$ cat config.mk
export PLATFORM = sky130hd
export DESIGN_NAME = lsu_bus_arbiter_flat
export DESIGN_NICKNAME = d
export VERILOG_FILES = /design/src/rtl/bus_arb_pkg.sv /design/src/rtl/lsu_bus_arbiter_if.sv /design/src/rtl/rr_pick2.sv /design/src/rtl/lsu_bus_arbiter.sv /design/src/flat_wrapper.sv
export SDC_FILE = /design/constraint.sdc
export NUM_CORES = 1
export LEC_CHECK = 0
export ABC_AREA = 1
export BUFFER_PORTS_ARGS = -buffer_cell sky130_fd_sc_hd__clkbuf_2
export CAP_MARGIN = 20
export CORE_AREA = 2 2 123 125
export CTS_CLUSTER_SIZE = 30
export DETAILED_ROUTE_END_ITERATION = 10
export DIE_AREA = 0 0 125 127
export GPL_TIMING_DRIVEN = 0
export HOLD_SLACK_MARGIN = 0.02
export PLACE_DENSITY = 0.46
export SYNTH_ARGS = -nofsm -noshare
export SYNTH_HDL_FRONTEND = slang
export SYNTH_HIERARCHICAL = 1
export SYNTH_SLANG_ARGS = --single-unit
export TNS_END_PERCENT = 5
$ cat constraint.sdc
create_clock -name clk -period 2.2 [get_ports clk]
set_input_delay 0.44 -clock clk [delete_from_list [all_inputs] [get_ports clk]]
set_output_delay 0.44 -clock clk [all_outputs]
set_load 0.1 [all_outputs]
$ cat src/rtl/bus_arb_pkg.sv
// Shared definitions for the LSU bus arbiter: FSM states, master indices
// and bus field widths.
package bus_arb_pkg;

  localparam int unsigned ADDR_W = 32;
  localparam int unsigned DATA_W = 32;
  localparam int unsigned STRB_W = 4;

  localparam logic M_CPU = 1'b0;
  localparam logic M_DMA = 1'b1;

  typedef enum logic [1:0] {
    IDLE = 2'd0,
    BUSY = 2'd1,
    DONE = 2'd2
  } arb_state_t;

endpackage

$ cat src/rtl/lsu_bus_arbiter_if.sv
// One simple load/store bus port: request fields toward the slave side and
// completion pulses plus read data back toward the master side.
interface lsu_bus_arbiter_if;
  import bus_arb_pkg::*;

  logic              rready;
  logic              wvalid;
  logic [ADDR_W-1:0] addr;
  logic [DATA_W-1:0] wdata;
  logic [STRB_W-1:0] strb;
  logic              rvalid;
  logic              wready;
  logic [DATA_W-1:0] rdata;

  modport master (
    output rready, wvalid, addr, wdata, strb,
    input  rvalid, wready, rdata
  );

  modport slave (
    input  rready, wvalid, addr, wdata, strb,
    output rvalid, wready, rdata
  );

endinterface

$ cat src/rtl/rr_pick2.sv
// Two-way round-robin pick: a lone requester always wins, a tie goes to prio_i.
module rr_pick2
  import bus_arb_pkg::*;
(
  input  logic [1:0] req_i,
  input  logic       prio_i,
  output logic       grant_idx_o,
  output logic       grant_valid_o
);

  assign grant_valid_o = |req_i;
  assign grant_idx_o   = (&req_i) ? prio_i : (req_i[1] ? M_DMA : M_CPU);

endmodule

$ cat src/rtl/lsu_bus_arbiter.sv
// Arbitrates the CPU LSU and DMA/debug masters onto one shared slave, with a
// per-access response timeout and a sticky timeout flag.
module lsu_bus_arbiter
  import bus_arb_pkg::*;
#(
  parameter int unsigned       TIMEOUT_CYCLES = 1024,
  parameter logic [DATA_W-1:0] ERR_RDATA      = 32'hDEAD_BEEF
) (
  input  logic              clk,
  input  logic              rst_n,
  lsu_bus_arbiter_if.slave  m0_bus,
  lsu_bus_arbiter_if.slave  m1_bus,
  lsu_bus_arbiter_if.master s_bus,
  output logic              owner_o,
  output logic              busy_o,
  output logic              timeout_err_o
);

  localparam int unsigned     CNT_W   = (TIMEOUT_CYCLES > 1) ? $clog2(TIMEOUT_CYCLES) : 1;
  localparam logic [CNT_W-1:0] CNT_MAX = CNT_W'(TIMEOUT_CYCLES - 1);

  arb_state_t       state_q, state_d;
  logic             owner_q, owner_d;
  logic             prio_q, prio_d;
  logic             terr_q, terr_d;
  logic [CNT_W-1:0] cnt_q, cnt_d;

  logic [1:0]        req;
  logic              grant_idx, grant_valid;
  logic              sel_rready, sel_wvalid;
  logic [ADDR_W-1:0] sel_addr;
  logic [DATA_W-1:0] sel_wdata;
  logic [STRB_W-1:0] sel_strb;
  logic              busy, is_wr, rd_req;
  logic              resp_ok, tmo_hit, complete, cpl_rd, cpl_wr;
  logic [DATA_W-1:0] cpl_rdata;

  assign req[M_CPU] = m0_bus.rready | m0_bus.wvalid;
  assign req[M_DMA] = m1_bus.rready | m1_bus.wvalid;

  rr_pick2 u_pick (
    .req_i         (req),
    .prio_i        (prio_q),
    .grant_idx_o   (grant_idx),
    .grant_valid_o (grant_valid)
  );

  always_comb begin
    sel_rready = m0_bus.rready;
    sel_wvalid = m0_bus.wvalid;
    sel_addr   = m0_bus.addr;
    sel_wdata  = m0_bus.wdata;
    sel_strb   = m0_bus.strb;
    if (owner_q == M_DMA) begin
      sel_rready = m1_bus.rready;
      sel_wvalid = m1_bus.wvalid;
      sel_addr   = m1_bus.addr;
      sel_wdata  = m1_bus.wdata;
      sel_strb   = m1_bus.strb;
    end
  end

  // A simultaneous read+write request is treated as a write.
  assign busy      = (state_q == BUSY);
  assign is_wr     = sel_wvalid;
  assign rd_req    = sel_rready & ~sel_wvalid;
  assign resp_ok   = busy & (is_wr ? s_bus.wready : (rd_req & s_bus.rvalid));
  assign tmo_hit   = busy & ~resp_ok & (cnt_q == CNT_MAX);
  assign complete  = resp_ok | tmo_hit;
  assign cpl_wr    = complete & is_wr;
  assign cpl_rd    = complete & ~is_wr;
  assign cpl_rdata = resp_ok ? s_bus.rdata : ERR_RDATA;

  assign s_bus.rready = busy & rd_req;
  assign s_bus.wvalid = busy & is_wr;
  assign s_bus.addr   = busy ? sel_addr  : '0;
  assign s_bus.wdata  = busy ? sel_wdata : '0;
  assign s_bus.strb   = busy ? sel_strb  : '0;

  assign m0_bus.wready = cpl_wr & (owner_q == M_CPU);
  assign m0_bus.rvalid = cpl_rd & (owner_q == M_CPU);
  assign m0_bus.rdata  = m0_bus.rvalid ? cpl_rdata : '0;
  assign m1_bus.wready = cpl_wr & (owner_q == M_DMA);
  assign m1_bus.rvalid = cpl_rd & (owner_q == M_DMA);
  assign m1_bus.rdata  = m1_bus.rvalid ? cpl_rdata : '0;

  assign owner_o       = owner_q;
  assign busy_o        = busy;
  assign timeout_err_o = terr_q;

  always_comb begin
    state_d = state_q;
    owner_d = owner_q;
    prio_d  = prio_q;
    cnt_d   = cnt_q;
    terr_d  = terr_q;
    case (state_q)
      IDLE: begin
        if (grant_valid) begin
          state_d = BUSY;
          owner_d = grant_idx;
          cnt_d   = '0;
        end
      end
      BUSY: begin
        if (complete) begin
          state_d = DONE;
          prio_d  = ~owner_q;
          if (tmo_hit) terr_d = 1'b1;
        end else begin
          cnt_d = cnt_q + CNT_W'(1);
        end
      end
      DONE:    state_d = IDLE;
      default: state_d = IDLE;
    endcase
  end

  always_ff @(posedge clk or negedge rst_n) begin
    if (!rst_n) begin
      state_q <= IDLE;
      owner_q <= M_CPU;
      prio_q  <= M_CPU;
      cnt_q   <= '0;
      terr_q  <= 1'b0;
    end else begin
      state_q <= state_d;
      owner_q <= owner_d;
      prio_q  <= prio_d;
      cnt_q   <= cnt_d;
      terr_q  <= terr_d;
    end
  end

endmodule

$ cat src/flat_wrapper.sv
// flat-port wrapper written by rule: the top's interface ports become plain ports
module lsu_bus_arbiter_flat import bus_arb_pkg::*;
#(
  parameter int unsigned       TIMEOUT_CYCLES = 1024,
  parameter logic [DATA_W-1:0] ERR_RDATA      = 32'hDEAD_BEEF
)
  (clk, rst_n, owner_o, busy_o, timeout_err_o, m0_bus_rready, m0_bus_wvalid, m0_bus_addr, m0_bus_wdata, m0_bus_strb, m0_bus_rvalid, m0_bus_wready, m0_bus_rdata, m1_bus_rready, m1_bus_wvalid, m1_bus_addr, m1_bus_wdata, m1_bus_strb, m1_bus_rvalid, m1_bus_wready, m1_bus_rdata, s_bus_rready, s_bus_wvalid, s_bus_addr, s_bus_wdata, s_bus_strb, s_bus_rvalid, s_bus_wready, s_bus_rdata);
  lsu_bus_arbiter_if m0_bus_i ();
  lsu_bus_arbiter_if m1_bus_i ();
  lsu_bus_arbiter_if s_bus_i ();
  input  logic clk;
  input  logic rst_n;
  output logic owner_o;
  output logic busy_o;
  output logic timeout_err_o;
  input wire logic [$bits(m0_bus_i.rready)-1:0] m0_bus_rready;
  input wire logic [$bits(m0_bus_i.wvalid)-1:0] m0_bus_wvalid;
  input wire logic [$bits(m0_bus_i.addr)-1:0] m0_bus_addr;
  input wire logic [$bits(m0_bus_i.wdata)-1:0] m0_bus_wdata;
  input wire logic [$bits(m0_bus_i.strb)-1:0] m0_bus_strb;
  output wire logic [$bits(m0_bus_i.rvalid)-1:0] m0_bus_rvalid;
  output wire logic [$bits(m0_bus_i.wready)-1:0] m0_bus_wready;
  output wire logic [$bits(m0_bus_i.rdata)-1:0] m0_bus_rdata;
  input wire logic [$bits(m1_bus_i.rready)-1:0] m1_bus_rready;
  input wire logic [$bits(m1_bus_i.wvalid)-1:0] m1_bus_wvalid;
  input wire logic [$bits(m1_bus_i.addr)-1:0] m1_bus_addr;
  input wire logic [$bits(m1_bus_i.wdata)-1:0] m1_bus_wdata;
  input wire logic [$bits(m1_bus_i.strb)-1:0] m1_bus_strb;
  output wire logic [$bits(m1_bus_i.rvalid)-1:0] m1_bus_rvalid;
  output wire logic [$bits(m1_bus_i.wready)-1:0] m1_bus_wready;
  output wire logic [$bits(m1_bus_i.rdata)-1:0] m1_bus_rdata;
  output wire logic [$bits(s_bus_i.rready)-1:0] s_bus_rready;
  output wire logic [$bits(s_bus_i.wvalid)-1:0] s_bus_wvalid;
  output wire logic [$bits(s_bus_i.addr)-1:0] s_bus_addr;
  output wire logic [$bits(s_bus_i.wdata)-1:0] s_bus_wdata;
  output wire logic [$bits(s_bus_i.strb)-1:0] s_bus_strb;
  input wire logic [$bits(s_bus_i.rvalid)-1:0] s_bus_rvalid;
  input wire logic [$bits(s_bus_i.wready)-1:0] s_bus_wready;
  input wire logic [$bits(s_bus_i.rdata)-1:0] s_bus_rdata;
  assign m0_bus_i.rready = m0_bus_rready;
  assign m0_bus_i.wvalid = m0_bus_wvalid;
  assign m0_bus_i.addr = m0_bus_addr;
  assign m0_bus_i.wdata = m0_bus_wdata;
  assign m0_bus_i.strb = m0_bus_strb;
  assign m0_bus_rvalid = m0_bus_i.rvalid;
  assign m0_bus_wready = m0_bus_i.wready;
  assign m0_bus_rdata = m0_bus_i.rdata;
  assign m1_bus_i.rready = m1_bus_rready;
  assign m1_bus_i.wvalid = m1_bus_wvalid;
  assign m1_bus_i.addr = m1_bus_addr;
  assign m1_bus_i.wdata = m1_bus_wdata;
  assign m1_bus_i.strb = m1_bus_strb;
  assign m1_bus_rvalid = m1_bus_i.rvalid;
  assign m1_bus_wready = m1_bus_i.wready;
  assign m1_bus_rdata = m1_bus_i.rdata;
  assign s_bus_rready = s_bus_i.rready;
  assign s_bus_wvalid = s_bus_i.wvalid;
  assign s_bus_addr = s_bus_i.addr;
  assign s_bus_wdata = s_bus_i.wdata;
  assign s_bus_strb = s_bus_i.strb;
  assign s_bus_i.rvalid = s_bus_rvalid;
  assign s_bus_i.wready = s_bus_wready;
  assign s_bus_i.rdata = s_bus_rdata;
  lsu_bus_arbiter #(.TIMEOUT_CYCLES(TIMEOUT_CYCLES), .ERR_RDATA(ERR_RDATA)) u_core (.clk(clk), .rst_n(rst_n), .m0_bus(m0_bus_i), .m1_bus(m1_bus_i), .s_bus(s_bus_i), .owner_o(owner_o), .busy_o(busy_o), .timeout_err_o(timeout_err_o));
endmodule
==> results of run 1 <==
layout by cell type, fill, tap and decap left out, drive strengths merged:
| cell | synthesis | final |
|---|---|---|
| nand4 | 2 | 2 |
| o21a | 1 | 1 |
| diode | 0 | 1 |
| o21ai | 1 | 1 |
| xor2 | 2 | 2 |
| nor3 | 2 | 2 |
| nor2 | 102 | 102 |
| clkinvlp | 0 | 3 |
| nand3 | 20 | 20 |
| or2 | 3 | 3 |
| a21oi | 72 | 72 |
| clkbuf | 22 | 267 |
| inv | 23 | 20 |
| buf | 10 | 116 |
| nand2 | 200 | 201 |
| clkinv | 0 | 1 |
| dfrtp | 15 | 15 |
| ha | 1 | 1 |
sequential cells by signal (all words and copies together) (netlist names):
| register | cells |
|---|---|
| u_core/cnt_q | 10 |
| u_core/owner_o | 1 |
| u_core/prio_q | 1 |
| u_core/state_q | 2 |
| u_core/timeout_err_o | 1 |
repair_timing:
action                     in CTS  in global routing
pin swaps                      13                 13
cloned                          3                  2
buffers inserted               22                  6
gates resized for setup       421                175
setup endpoints to repair     138                130
final timing paths:
check / slack (ns) / endpoint / depth (start not counted)
min in group clk: 0.47 / u_core/timeout_err_o / 2
max: -0.30 / m1_bus_rdata[9] / 10
max in group asynchronous: 1.77 / u_core/owner_o / 1
min reg2reg: 0.47 / u_core/timeout_err_o / 2
max reg2reg: 0.44 / u_core/cnt_q[0] / 10
min: 0.11 / u_core/cnt_q[4] / 1
cell type report:
| class | count | area, um2 | area share |
|---|---|---|---|
| diodes | 1 | 2.502 | 0.0003057 |
| clock inverters | 1 | 5.005 | 0.0006114 |
| clock buffers | 3 | 75.07 | 0.009172 |
| plain buffers | 31 | 295.3 | 0.03607 |
| well taps | 184 | 230.2 | 0.02813 |
| inverters | 23 | 105.1 | 0.01284 |
| repair buffers | 349 | 4190 | 0.5119 |
| multi-input cells | 407 | 2902 | 0.3545 |
| flip-flops and latches | 15 | 380.4 | 0.04647 |
metrics by stage:
step,hold WS (ns),util,area (um2),TNS (ns)
5_1_grt,0.1504,0.5675,8185,-24.97
6_report,0.1128,0.5675,8185,-16.83
3_3_place_gp,0.3874,0.3534,5097,-49.96
3_5_place_dp,0.3887,0.3544,5112,-50.71
4_1_cts,0.1271,0.5285,7622,-19.67
2_1_floorplan,0.1444,-,3286,-71.28
worst reg2reg max path: cells and delay by family, from the launching register on:
family / cells / cell delay (ns)
buf+inv: 4 / 0.62
flops: 1 / 0.55
simple gates: 6 / 0.51
kinds of logic (layout without fill, tap and decap cells):
family                   after synthesis  count (layout)  synth area share
AND/OR/NAND/NOR                      329             330            0.5663
AO/OA/AOI/OAI                         74              74            0.1561
buffers and inverters                 55             407            0.1079
flip-flops                            15              15            0.1572
XOR/XNOR                               2               2          0.007335
adder cells (fa/ha/maj)                1               1          0.005238
other                                  0               1                 0
routing by layer:
metal / up-vias / share of wire / GRT usage
li1: 2197 / - / -
met1: 1977 / 0.36 / 0.2097
met2: 210 / 0.53 / 0.3855
met3: 22 / 0.079 / 0.05025
met4: 2 / 0.024 / 0.04575
met5: - / 0.00076 / 0
==> flow_metrics.py, run 1 <==
metrics = {
    "clock_tree": {
        "clock_latency_ns": 0.25,
        "h-tree-depth": 1,
        "clk_pin_slew_ns": 0.05,
        "clockRootBuffer": "clkbuf_16",
        "tritoncts": "yes",
        "numCtsBuffers": 3,
        "cts.sinks": 15,
        "clockBufferDepth": 2,
        "postCtsHoldBufs": 0,
    },
    "synth": {
        "synthCells": 476,
        "yosys.area.top_type_share": 0.3017,
        "synth-seq-area-share": 0.1572,
        "synth_common_cells": "nand2_1, nor2_1, a21oi_1",
        "ys_async_sr_fraction": 1.000,
        "synthFlopType": "dfrtp_1",
        "synth_area_leaders": "nand2_1, dfrtp_1, nor2_1",
        "synth_edf_count": 0,
        "synth.distinct_cells": 25,
        "synth_nets": 653,
        "yosysWarningCount": 6,
        "synth-seq-cells": 15,
        "synth_top_area_cell": "nand2_1",
        "synth_most_common_cell": "nand2_1",
        "avgSynthCellArea_um2": 5.018,
        "netlist_area_um2": 2389,
    },
    "sta": {
        "finClkSkew_ns": 0.003729,
        "setup_slack_ns": -0.2974,
        "tightest_slew_ns": 0.5661,
        "slew_headroom": 0.6226,
        "fin_crit_sh": 1.135,
        "max_freq_mhz": 400.4,
        "rsz0062_at_grt": "true",
        "drv_slew": 0,
        "fin_crit_ns": 2.497,
        "setup_viol": 88,
        "hold_viol": 0,
    },
    "cells_and_area": {
        "drive_gt1_frac": 0.6996,
        "fin_cells": 1014,
        "n_fill_cell": 1262,
        "num-nets-final": 1007,
        "syn_to_final_growth_pct": 242.7,
    },
    "route": {
        "wl_um": 17080,
        "drc_errors": 0,
        "postRouteAntennaNets": 0,
        "firstDrtPassIters": 4,
        "vias": 4408,
        "wl_per_cell_um": 16.84,
        "drt_iter0_markers": 95,
        "routed_via_density": 4.347,
    },
    "setup_path": {
        "path_cells": "nand2_4 > buf_12 > nand3_4 > nand2_4 > nand2_8 > nand2_8 > nand2_8 > clkbuf_16 > nor2_4 > clkbuf_16",
        "cp_max_fo": 8,
        "max_stage_delay_ns": 0.55,
        "cp_top_family": "simple AND/OR/NAND/NOR gates",
        "crit_path_start": "u_core/owner_o",
        "worst-path-buf-inv": 3,
        "crit_arrival_ns": 2.06,
        "cp-end-kind": "primary output",
        "required_ns": 1.76,
        "reg2reg_from": "u_core/owner_o",
        "critPathMostFrequentCell": "nand2_8",
        "slowest_stage": "dfrtp_4",
        "worstSetupPathType": "reg2out",
        "cp-start-kind": "register",
    },
    "global_route": {
        "grt_max_degree": 16,
        "antenna_found_initial": 2,
        "overflow": 0,
        "grt_pass1_wl_um": 25120,
        "grt_util_all_layers": 0.1965,
        "grt_pass1_vias": 4602,
    },
    "floorplan": {
        "start_util": 0.1656,
        "core_um2": 14420,
        "die_x_um": 125,
        "io_pins": 317,
        "die_h_um": 127,
        "fp.dieArea_um2": 15880,
        "rows": 44,
    },
    "job": {
        "drv_cap": 0,
    },
    "hold_path": {
        "min_path_type": "in2async",
    },
    "place": {
        "dp_hpwl_um": 12820,
        "dpl_worst_slack_ns": -0.7052,
        "port_buffers": 316,
        "post-place-cells": 977,
        "gp_congestion": 0.9281,
    },
    "status": {
        "violations": "negative setup slack",
        "status": "complete, but fails checks",
    },
}
Power of run 1 is left out: the tool's default activity adds up to more than one toggle a clock period on the data nets, which glitch-free logic cannot reach.
==> run 2: changes to the inputs <==
==> constraint.sdc (replaced) <==
create_clock -name clk -period 2.2 [get_ports clk]
set_input_delay 0.44 -clock clk [delete_from_list [all_inputs] [get_ports clk]]
set_output_delay 0.44 -clock clk [all_outputs]
set_load 0.05 [all_outputs]
==> run 2 against run 1 <==
Against the previous run:
- via count down 1.6%
- the flow still finishes with violations (negative setup slack)
- first-iteration DRC count down 14%
- clock skew about the same
==> flow_metrics.py, run 2 (same netlist as run 1, synthesis figures left out) <==
metrics = {
    "sta": {
        "setup_slack_ns": -0.2628,
        "rsz0062_at_grt": "true",
        "fin_crit_sh": 1.119,
        "slew_headroom": 0.6883,
        "max_freq_mhz": 406.0,
        "fin_hold_ws_ns": 0.1147,
        "tightest_slew_ns": 0.4676,
        "tns_ns": -12.05,
        "setup_viol": 68,
        "fin_crit_ns": 2.463,
        "drv_slew": 0,
        "hold_viol": 0,
        "finClkSkew_ns": 0.003889,
    },
    "setup_path": {
        "reg2reg_from": "u_core/owner_o",
        "cp-end-kind": "primary output",
        "worstSetupPathType": "reg2out",
        "max_stage_delay_ns": 0.39,
        "r2r_end": "u_core/prio_q",
        "critPathMostFrequentCell": "nor2_4",
        "cp_top_family": "simple AND/OR/NAND/NOR gates",
        "slowest_stage": "dfrtp_1",
        "worst-path-buf-inv": 3,
        "reg2reg_slack_ns": 0.47,
        "r2r_cells": 12,
        "cp_max_fo": 5,
        "required_ns": 1.76,
        "path_cells": "ha_4 > nand2_4 > nor2_4 > nand2_2 > nor2_4 > nand3_4 > nand2_8 > buf_12 > nand2_8 > clkbuf_16 > nor2_4 > buf_8",
        "crit_path_start": "u_core/cnt_q[1]",
        "crit_arrival_ns": 2.02,
        "endpoint": "m1_bus_rdata[11]",
        "cp.depth": 12,
        "cp-start-kind": "register",
    },
    "cells_and_area": {
        "most-common-layout-cells": "clkbuf_2, nand2_1, buf_4",
        "largest_reg_flops": 10,
        "drive_gt1_frac": 0.6295,
        "final_util": 0.4449,
        "largest_registers": "u_core/cnt_q (10), u_core/state_q (2)",
        "num-nets-final": 1004,
        "final_common_cell": "clkbuf_2",
        "diodes": 0,
        "regMostFlops": "u_core/cnt_q",
        "syn_to_final_growth_pct": 168.7,
    },
    "power": {
        "vdd_drop_max_uv": 1008,
        "leakage_nw": 3.250,
        "powerDensity_nw_per_um2": 1428,
        "p_sw_frac": 0.6372,
        "p_switching_w": 0.005841,
        "pwr-share-comb": 0.917,
        "p_int_w": 0.003325,
        "p_clk_frac": 0.039,
        "pwr-share-seq": 0.044,
    },
    "route": {
        "postRouteAntennaNets": 0,
        "drt_iter0_markers": 82,
        "vias": 4338,
        "firstDrtPassIters": 4,
        "drc_errors": 0,
        "wl_um": 15710,
        "routed_via_density": 4.295,
        "wl_per_cell_um": 15.56,
    },
    "clock_tree": {
        "h-tree-depth": 1,
        "numCtsBuffers": 3,
        "clock_latency_ns": 0.25,
        "cts.sinks": 15,
        "clockBufferDepth": 2,
        "postCtsHoldBufs": 0,
        "clockRootBuffer": "clkbuf_16",
        "tritoncts": "yes",
        "clk_pin_slew_ns": 0.05,
    },
    "job": {
        "drv_cap": 0,
    },
    "floorplan": {
        "die_h_um": 127,
        "io_pins": 317,
        "core_um2": 14420,
        "start_util": 0.1656,
        "fp.dieArea_um2": 15880,
        "die_x_um": 125,
        "rows": 44,
    },
    "hold_path": {
        "min_path_type": "in2async",
    },
    "place": {
        "port_buffers": 316,
        "dp_hpwl_um": 12020,
        "gp_congestion": 0.8360,
    },
    "global_route": {
        "busiest_layer": "met2",
        "grt_pass1_vias": 4382,
        "grt_max_degree": 16,
        "grt_util_all_layers": 0.1845,
        "grt_util_met2": 0.3574,
        "use_met3": 0.03978,
        "gr-usage-met1": 0.2034,
        "overflow": 0,
        "antenna_found_initial": 1,
        "grt_pass1_wl_um": 23640,
    },
    "status": {
        "status": "complete, but fails checks",
        "violations": "negative setup slack",
    },
}
==> run 2: changes by cell type in the layout (fill, tap and decap cells not counted), moves of 34 or more <==
cell	delta
a21oi_2	-34
a21oi_1	+47
buf_4	+37
clkbuf_16	-65
buf_8	+39
buf_12	-44
==> run 2: how the worst min path moves through the flow <==
| stage | to | from | cells after the start |
|---|---|---|---|
| after floorplan | u_core/cnt_q[0] | rst_n | 0 |
| after global placement | u_core/cnt_q[1] | rst_n | 1 |
| after detailed placement | u_core/cnt_q[0] | rst_n | 1 |
| after CTS | u_core/cnt_q[3] | rst_n | 1 |
| after global routing | u_core/cnt_q[3] | rst_n | 1 |
| final | u_core/cnt_q[3] | rst_n | 1 |
==> run 2: final cells by class <==
type,instances,area (um2)
Buffer,31,307.8
Tap cell,184,230.2
Clock buffer,4,78.83
Multi-Input combinational cell,407,2491
Inverter,23,106.4
Fill cell,1521,8006
Sequential cell,15,377.9
Timing Repair Buffer,346,2825
==> run 2: repair_timing <==
| action | CTS | global route |
|---|---|---|
| gates resized for setup | 264 | 254 |
| setup endpoints to repair | 138 | 137 |
| pin swaps | 11 | 21 |
| cloned | 2 | 4 |
| setup buffers | 19 | 6 |
==> run 2: stage by stage <==
stage          power, W  setup slack [ns]  area [um2]  std cells
3_5_place_dp   0.007004           -0.3847        4637        976
5_1_grt        0.009664           -0.3452        6417       1010
3_3_place_gp   0.007022           -0.3992        4637        976
4_1_cts        0.008498           -0.2936        5944       1001
2_1_floorplan  0.005376           -0.1645        2825        476
6_report       0.009166           -0.2628        6417       1010
==> run 2: worst register-to-register path: cells and delay by family (launching register included) <==
| kind | cells | cell delay [ns] |
|---|---|---|
| buffers and inverters | 5 | 0.65 |
| DFF | 1 | 0.41 |
| and+or+nand+nor | 7 | 0.55 |
==> run 2: power groups by stage <==
stage | Clock, W | Sequential [W] | Combinational, W
floorplan | 0 | 0.000425 | 0.00495
global placement | 0 | 0.000405 | 0.00662
detailed placement | 0 | 0.000408 | 0.00660
CTS | 0.000363 | 0.000401 | 0.00773
global route | 0.000386 | 0.000407 | 0.00887
finish | 0.000361 | 0.000400 | 0.00840
==> run 2: layer usage <==
| metal | wire length (um) | up-vias |
|---|---|---|
| met5 | 13 | - |
| met2 | 8504 | 210 |
| met3 | 1183 | 22 |
| met1 | 5711 | 1914 |
| li1 | - | 2190 |
| met4 | 297 | 2 |
No activity file was read; power rests on OpenSTA's default activity.
